`config.mk`:
```
export PLATFORM = sky130hd
export DESIGN_NAME = dat_mem_pingpong_ctrl
export DESIGN_NICKNAME = d
export VERILOG_FILES = /design/src/rtl/dat_mem_pingpong_ctrl.sv
export SDC_FILE = /design/constraint.sdc
export NUM_CORES = 1
export LEC_CHECK = 0
export CORE_ASPECT_RATIO = 1.2
export CORE_MARGIN = 5
export CORE_UTILIZATION = 60
export DETAILED_ROUTE_END_ITERATION = 10
export DONT_BUFFER_PORTS = 1
export PLACE_DENSITY_LB_ADDON = 0.1
export SKIP_LAST_GASP = 1
export SLEW_MARGIN = 20
export SYNTH_ARGS = -nofsm -noshare
export SYNTH_HDL_FRONTEND = slang
export SYNTH_SLANG_ARGS = --single-unit
```
`constraint.sdc`:
```
create_clock -name clk -period 4.7 [get_ports clk]
set_clock_uncertainty 0.15 [all_clocks]
set_input_delay 0.94 -clock clk [delete_from_list [all_inputs] [get_ports clk]]
set_output_delay 0.94 -clock clk [all_outputs]
set_load 0.01 [all_outputs]
```
`src/rtl/dat_mem_pingpong_ctrl.sv`:
```
// dat_mem_pingpong_ctrl
// Sequences two external single-port burst RAMs as a ping-pong pair between
// the conv-engine result stream (fill side) and an AXI write-back burst
// (drain side). One bank is filled while the other is streamed out.
//
// Ports:
//   clk, rst_n                  clock, synchronous active-low reset
//   in_valid/in_ready/in_data   fill beat handshake and payload
//   in_last                     closes the current burst early
//   mem_wr_en/mem_waddr/mem_wdata  per-bank write enables, shared addr/data
//   mem_rd_en/mem_raddr         per-bank read enables, shared read address
//   mem_rdata0/mem_rdata1       bank read data (1-cycle latency, held)
//   aw_valid/aw_ready/aw_len    burst request (aw_len = beats - 1)
//   m_valid/m_ready/m_data/m_last  drain beat stream
//   busy                        a bank is full or a partial fill is pending
module dat_mem_pingpong_ctrl #(
  parameter int unsigned BURST_LEN = 16,
  parameter int unsigned ADDR_W    = 4,
  parameter int unsigned DATA_W    = 32
) (
  input  logic              clk,
  input  logic              rst_n,
  input  logic              in_valid,
  output logic              in_ready,
  input  logic [DATA_W-1:0] in_data,
  input  logic              in_last,
  output logic [1:0]        mem_wr_en,
  output logic [ADDR_W-1:0] mem_waddr,
  output logic [DATA_W-1:0] mem_wdata,
  output logic [1:0]        mem_rd_en,
  output logic [ADDR_W-1:0] mem_raddr,
  input  logic [DATA_W-1:0] mem_rdata0,
  input  logic [DATA_W-1:0] mem_rdata1,
  output logic              aw_valid,
  input  logic              aw_ready,
  output logic [ADDR_W-1:0] aw_len,
  output logic              m_valid,
  input  logic              m_ready,
  output logic [DATA_W-1:0] m_data,
  output logic              m_last,
  output logic              busy
);

  // Read pointer runs one past the last beat, so it needs an extra bit.
  localparam int unsigned CNT_W = ADDR_W + 1;

  typedef enum logic [1:0] {
    D_IDLE,
    D_AW,
    D_STREAM
  } drain_state_t;

  drain_state_t      state_q, state_d;
  logic [1:0]        full_q;
  logic [ADDR_W-1:0] len_q [2];
  logic              wbank_q;
  logic [ADDR_W-1:0] wcnt_q;
  logic              rbank_q;
  logic [CNT_W-1:0]  raddr_q, raddr_d;
  logic [ADDR_W-1:0] beats_q, beats_d;
  logic              m_valid_q, m_valid_d;

  logic              in_hs;
  logic              fill_close;
  logic              rd_issue;
  logic              drain_done;
  logic [ADDR_W-1:0] len_r;

  // Fill side: the write goes to the RAM on the handshake edge itself.
  assign in_ready   = rst_n && !full_q[wbank_q];
  assign in_hs      = in_valid && in_ready;
  assign fill_close = in_hs && ((wcnt_q == ADDR_W'(BURST_LEN - 1)) || in_last);
  assign mem_wr_en  = {in_hs && wbank_q, in_hs && !wbank_q};
  assign mem_waddr  = in_hs ? wcnt_q : '0;
  assign mem_wdata  = rst_n ? in_data : '0;

  // Drain side datapath.
  assign len_r     = len_q[rbank_q];
  assign m_valid   = m_valid_q;
  assign m_last    = m_valid_q && (beats_q == len_r);
  assign m_data    = m_valid_q ? (rbank_q ? mem_rdata1 : mem_rdata0) : '0;
  assign mem_rd_en = {rd_issue && rbank_q, rd_issue && !rbank_q};
  assign mem_raddr = rd_issue ? raddr_q[ADDR_W-1:0] : '0;
  assign busy      = (|full_q) || (wcnt_q != '0);

  // Drain FSM next-state and outputs.
  always_comb begin
    state_d    = state_q;
    raddr_d    = raddr_q;
    beats_d    = beats_q;
    m_valid_d  = m_valid_q;
    rd_issue   = 1'b0;
    drain_done = 1'b0;
    aw_valid   = 1'b0;
    aw_len     = '0;
    case (state_q)
      D_IDLE: begin
        if (full_q[rbank_q]) state_d = D_AW;
      end
      D_AW: begin
        aw_valid = 1'b1;
        aw_len   = len_r;
        if (aw_ready) begin
          state_d = D_STREAM;
          raddr_d = '0;
          beats_d = '0;
        end
      end
      D_STREAM: begin
        // Only fetch when the output register is free or being emptied,
        // so held RAM data keeps m_data stable under backpressure.
        rd_issue = (raddr_q <= {1'b0, len_r}) && (!m_valid_q || m_ready);
        if (rd_issue) begin
          raddr_d   = raddr_q + CNT_W'(1);
          m_valid_d = 1'b1;
        end else if (m_valid_q && m_ready) begin
          m_valid_d = 1'b0;
        end
        if (m_valid_q && m_ready) begin
          beats_d = beats_q + ADDR_W'(1);
          if (m_last) begin
            drain_done = 1'b1;
            state_d    = D_IDLE;
          end
        end
      end
      default: state_d = D_IDLE;
    endcase
  end

  // State and bookkeeping registers. A closing fill and a finishing drain
  // always target different banks, so both full bits can update together.
  always_ff @(posedge clk) begin
    if (!rst_n) begin
      state_q   <= D_IDLE;
      full_q    <= '0;
      len_q[0]  <= '0;
      len_q[1]  <= '0;
      wbank_q   <= 1'b0;
      wcnt_q    <= '0;
      rbank_q   <= 1'b0;
      raddr_q   <= '0;
      beats_q   <= '0;
      m_valid_q <= 1'b0;
    end else begin
      state_q   <= state_d;
      raddr_q   <= raddr_d;
      beats_q   <= beats_d;
      m_valid_q <= m_valid_d;
      if (fill_close) begin
        full_q[wbank_q] <= 1'b1;
        len_q[wbank_q]  <= wcnt_q;
        wcnt_q          <= '0;
        wbank_q         <= ~wbank_q;
      end else if (in_hs) begin
        wcnt_q <= wcnt_q + ADDR_W'(1);
      end
      if (drain_done) begin
        full_q[rbank_q] <= 1'b0;
        rbank_q         <= ~rbank_q;
      end
    end
  end

endmodule

```
* After elaboration in Yosys (flattened, before gate mapping)
Memory sizes are Yosys's and may differ from the RTL's. A register that Yosys moved wholly into a read port is not among the register bits.
Index checks and enable logic that the tools add are counted.
** Cells by class
- $add $sub $neg :: 3
- $lt $le $gt $ge :: 5
- Eq/ne operators :: 9
- Multiplexer cells :: 44
- Bitwise operators :: 6
- Reduce and logical (&&, ||, !) cells :: 30
** Operator list (count)
- 32-bit two-way mux :: 3
- 4-bit two-way mux :: 6
- 1-bit two-way mux :: 21
- 2-bit two-way mux :: 7
- 1-bit logical AND :: 12
- 5-bit two-way mux :: 2
- 2-bit inequality test, second input constant :: 5
- 5-bit one-hot mux with 2 select lines :: 1
- 4-bit by 1-bit adder with 4-bit output, second input constant :: 2
- 4-bit one-hot mux with 2 select lines :: 1
- 2-bit one-hot mux with 3 select lines :: 1
- 3-bit AND reduction :: 2
- 5-bit by 1-bit adder with 5-bit output, second input constant :: 1
- 5-bit by 4-bit less-or-equal comparator with 1-bit output :: 1
- 4-bit equality test :: 1
- 4-bit equality test, second input constant :: 1
- 1-bit zero test :: 4
- 1-bit by 2-bit less-than comparator with 1-bit output, second input constant :: 2
- 4-bit AND reduction :: 1
- 2-bit nonzero test :: 2
- 4-bit nonzero test :: 1
- 2-bit OR reduction :: 2
- 4-bit OR reduction :: 1
- 1-bit logical OR :: 3
- other kinds (10) :: 14
** Storage, ports and cells
- Register bits :: 20
- RAM bits :: 8
- Input bits :: 102
- Output and inout port bits :: 85
- Memories :: 1
** Memories
- len_q :: depth 2, width 4, rd ports 1, clocked after memory_dff 1, wr ports 2, line 55 : logic [ADDR_W-1:0] len_q [2];

* Logic depth before layout (Yosys ltp)
- Word-level depth :: 11
- Gate-level depth with buffers :: 10
- Mapped depth without buffers :: 8

* Worst setup path after synthesis
Ideal clock, no wire load.
- Path kind :: register to output
- From :: register with a tool-made name
- To :: output port mem_raddr[0]
- Arrival :: 1916 ps
- Slack :: 1694 ps
- Stages on the path, launching flop included :: 10
- Path buffers :: 2
- Cell sequence :: dfxtp_1 buf_6 mux2i_4 inv_1 ha_1 nand4_1 or2_1 a211oi_2 buf_2 and2_1
** RTL lines
- end: declaration :: line 31 : output logic [ADDR_W-1:0] mem_raddr,

==> metrics <==
Ports 187; final antenna-violating net count 0; register area share after synthesis between 20% and 30%; crit path time final between 3 and 4 ns; Post-Synth XOR/XNOR Area under 10%; Adder-Cell Fraction of Synth Area under 10%; worst-case reg-to-reg path depth 8; most common cell after layout, fill and taps aside and2_1; CP max FO 13; mux cell area share after synthesis approximately a fifth; Total Wirelength just under 6000 µm; synthesized area 2410 µm²; Least-Margin Pin Slew about 1.0 ns; Setup Viol. Count Final 0; WL/cell 18.4 µm; main combinational cell family by area after synthesis simple AND/OR/NAND/NOR gates; Buf+Inv Stages, Crit Path 1; clock buffer depth 2; root buf cell clkbuf_8; Final Hold Vio Count 0; Residual DRC 0; number of buffers added on ports 0; maximum vdd drop about 170 µV; CP required approximately 3.6 ns; total die area between 5000 and 6000 µm²; Die X 67.8 µm; Post-Synth Simple-Gate Area about a third; worst hold-check path type flop to flop; crit end category output port; worst skew pair latency ~0.29 ns; crit path DAT approximately 2.7 ns; unrepaired setup endpoints after global routing false; Critical Path, Cell by Cell mux2i_4 -> inv_1 -> ha_1 -> nand4_1 -> or2_1 -> a211oi_2 -> and2_1; total grt overflow 0; Filler cells between 300 and 400; Post-synth EDFFs 8; Worst path max stage delay between 0.6 and 0.7 ns; CTS clk-pin slew, worst paths approximately 0.060 ns; Setup CP Type flop to output port; Place WS between 1 and 1.5 ns; hold buffer count at cts 0; ant diodes 0; cts repair resizes 0; crit path launch type flop; Distinct cells, synth 44; Detailed Routing Iterations Pass 1 4; Synth Area in Compound Gates between 6 and 7%; HPWL Detailed ~4800 µm; fmax 0.263 GHz; setup ws final about 0.89 ns; vias in the first global route between 1.5k and 2k; Worst Hold Path Cells 2; All-Layer GR Usage between 20% and 30%; final std cells w/o fill approximately 320; post-route clock period utilization about four fifths; Yosys reg bits 29; total via count in the routed design roughly 1.9k; MaxCap Viol Count 0; pin count of the biggest net entering global routing 48; CTS tree built; Synth Flop Type dfxtp_1; Reg2Reg Setup Slack approximately 1.9 ns; Async SR Flop Fraction 0%; CTS Sinks 29; layout cell share with drive strength beyond 1 7.09%; Die Height 79.4 µm; Via density between 5 and 6; relative slew slack between 30% and 40%; Slew Limit Fails 0; hold_sp raddr_q[4]$_SDFFE_PN0P_; syn_nets slightly below 400; Initial Util about three fifths; CP top delay family compound AO/OA/AOI/OAI gates; Syn Inst Count roughly 280; placed insts about 310; syn_area_per_cell between 8 and 9 µm²; Reg area 662 µm²; CTS Buf Count 5; Syn-to-layout area delta 3.54%; core area a little under 4000 µm²; Cell Pwr Density approximately 240 nW/µm²; setup TNS 0 ns; drt initial violations 58; most frequent cells in the layout 50 x and2_1, 39 x mux2i_1, 34 x nor2b_1; first-pass GRT wire length just under 9000 µm; Worst path slowest cell a211oi_2; initial antenna violation count 0; number of synthesis warnings 0; Worst Hold End raddr_q[4]$_SDFFE_PN0P_; H-tree levels 2; Post-CTS Setup Bufs 0; area of the multi-input gates 1610 µm²; gpl congestion about 0.86; leak pwr between 0.9 and 1 nW; nets approximately 380; Std-Cell Rows 25; outcome finished, final reports clean; R2R Path End raddr_q[2]$_SDFFE_PN0P_
worst reg2reg max path: stages (launching register included):
cell and delay, ns:
dfxtp_1 0.54, mux2i_4 0.32, inv_1 0.06, ha_1 0.27
nand4_1 0.07, or2_1 0.24, a211oi_2 0.64, a211oi_1 0.20
a41o_1 0.24
through the flow:
step	cell area, µm²	hold WS (ns)	util [%]	power (mW)
after floorplan	2410	0.303	-	0.349
after global placement	2380	0.343	61.0	0.356
after detailed placement	2380	0.341	61.0	0.357
after CTS	2490	0.363	63.7	0.607
after global routing	2490	0.405	63.7	0.627
final	2490	0.369	63.7	0.603
kinds of logic after synthesis:
| family | after synthesis |
|---|---|
| AO/OA/AOI/OAI | 21 |
| XOR/XNOR | 9 |
| adder cells (fa/ha/maj) | 8 |
| buffers and inverters | 27 |
| flip-flops | 29 |
| multiplexers | 43 |
| AND/OR/NAND/NOR | 139 |
Yosys cell counts (4+ instances only):
library cell,instances,area [µm²]
edfxtp_1,8,240
nor3_1,5,25.0
nand4_1,4,25.0
ha_1,8,100
nor2b_1,34,213
clkbuf_1,8,30.0
nand2_1,10,37.5
and2_1,50,313
xor2_1,6,52.6
inv_1,11,41.3
dfxtp_1,21,420
mux2i_1,39,390
buf_2,4,20.0
o21ai_0,4,20.0
nor2_1,20,75.1
sequential cells by signal, indices dropped and copies added (netlist names), named ones only:
name,cells
beats_q,4
rbank_q,1
wcnt_q,4
full_q,2
raddr_q,5
m_valid,1
wbank_q,1
state_q,2
len_q,8
final cells by class:
type                            instances  share of cell area (%)
Clock inverter                          2                    1.41
Sequential cell                        29                    26.6
Tap cell                               54                    2.71
Multi-Input combinational cell        220                    64.7
Inverter                               11                    1.66
Clock buffer                            6                    2.91
worst max-delay path by stage:
stage / start / endpoint / slack, ns / depth (start not counted)
2_1_floorplan: flop / mem_raddr[0] / 1.69 / 9
3_3_place_gp: flop / mem_rd_en[0] / 1.17 / 7
3_5_place_dp: flop / mem_raddr[2] / 1.15 / 7
4_1_cts: flop / mem_raddr[2] / 0.83 / 7
5_1_grt: flop / mem_raddr[0] / 0.67 / 6
6_report: flop / mem_raddr[2] / 0.89 / 7
layer usage:
layer  up-vias  GRT usage, %  wire length (µm)
li1        915             -                 -
met1       863          23.1              2200
met2        70          36.3              3170
met3        14          6.62               434
met4         0          9.34               139
met5         -             0                 0
where the power goes:
group,internal (mW),total [mW],switching [mW]
sequential,0.263,0.273,0.00909
clock,0.157,0.252,0.0948
combinational,0.0315,0.0783,0.0467
total,0.452,0.603,0.151
Note: power is estimated with default switching activity, not from simulation.
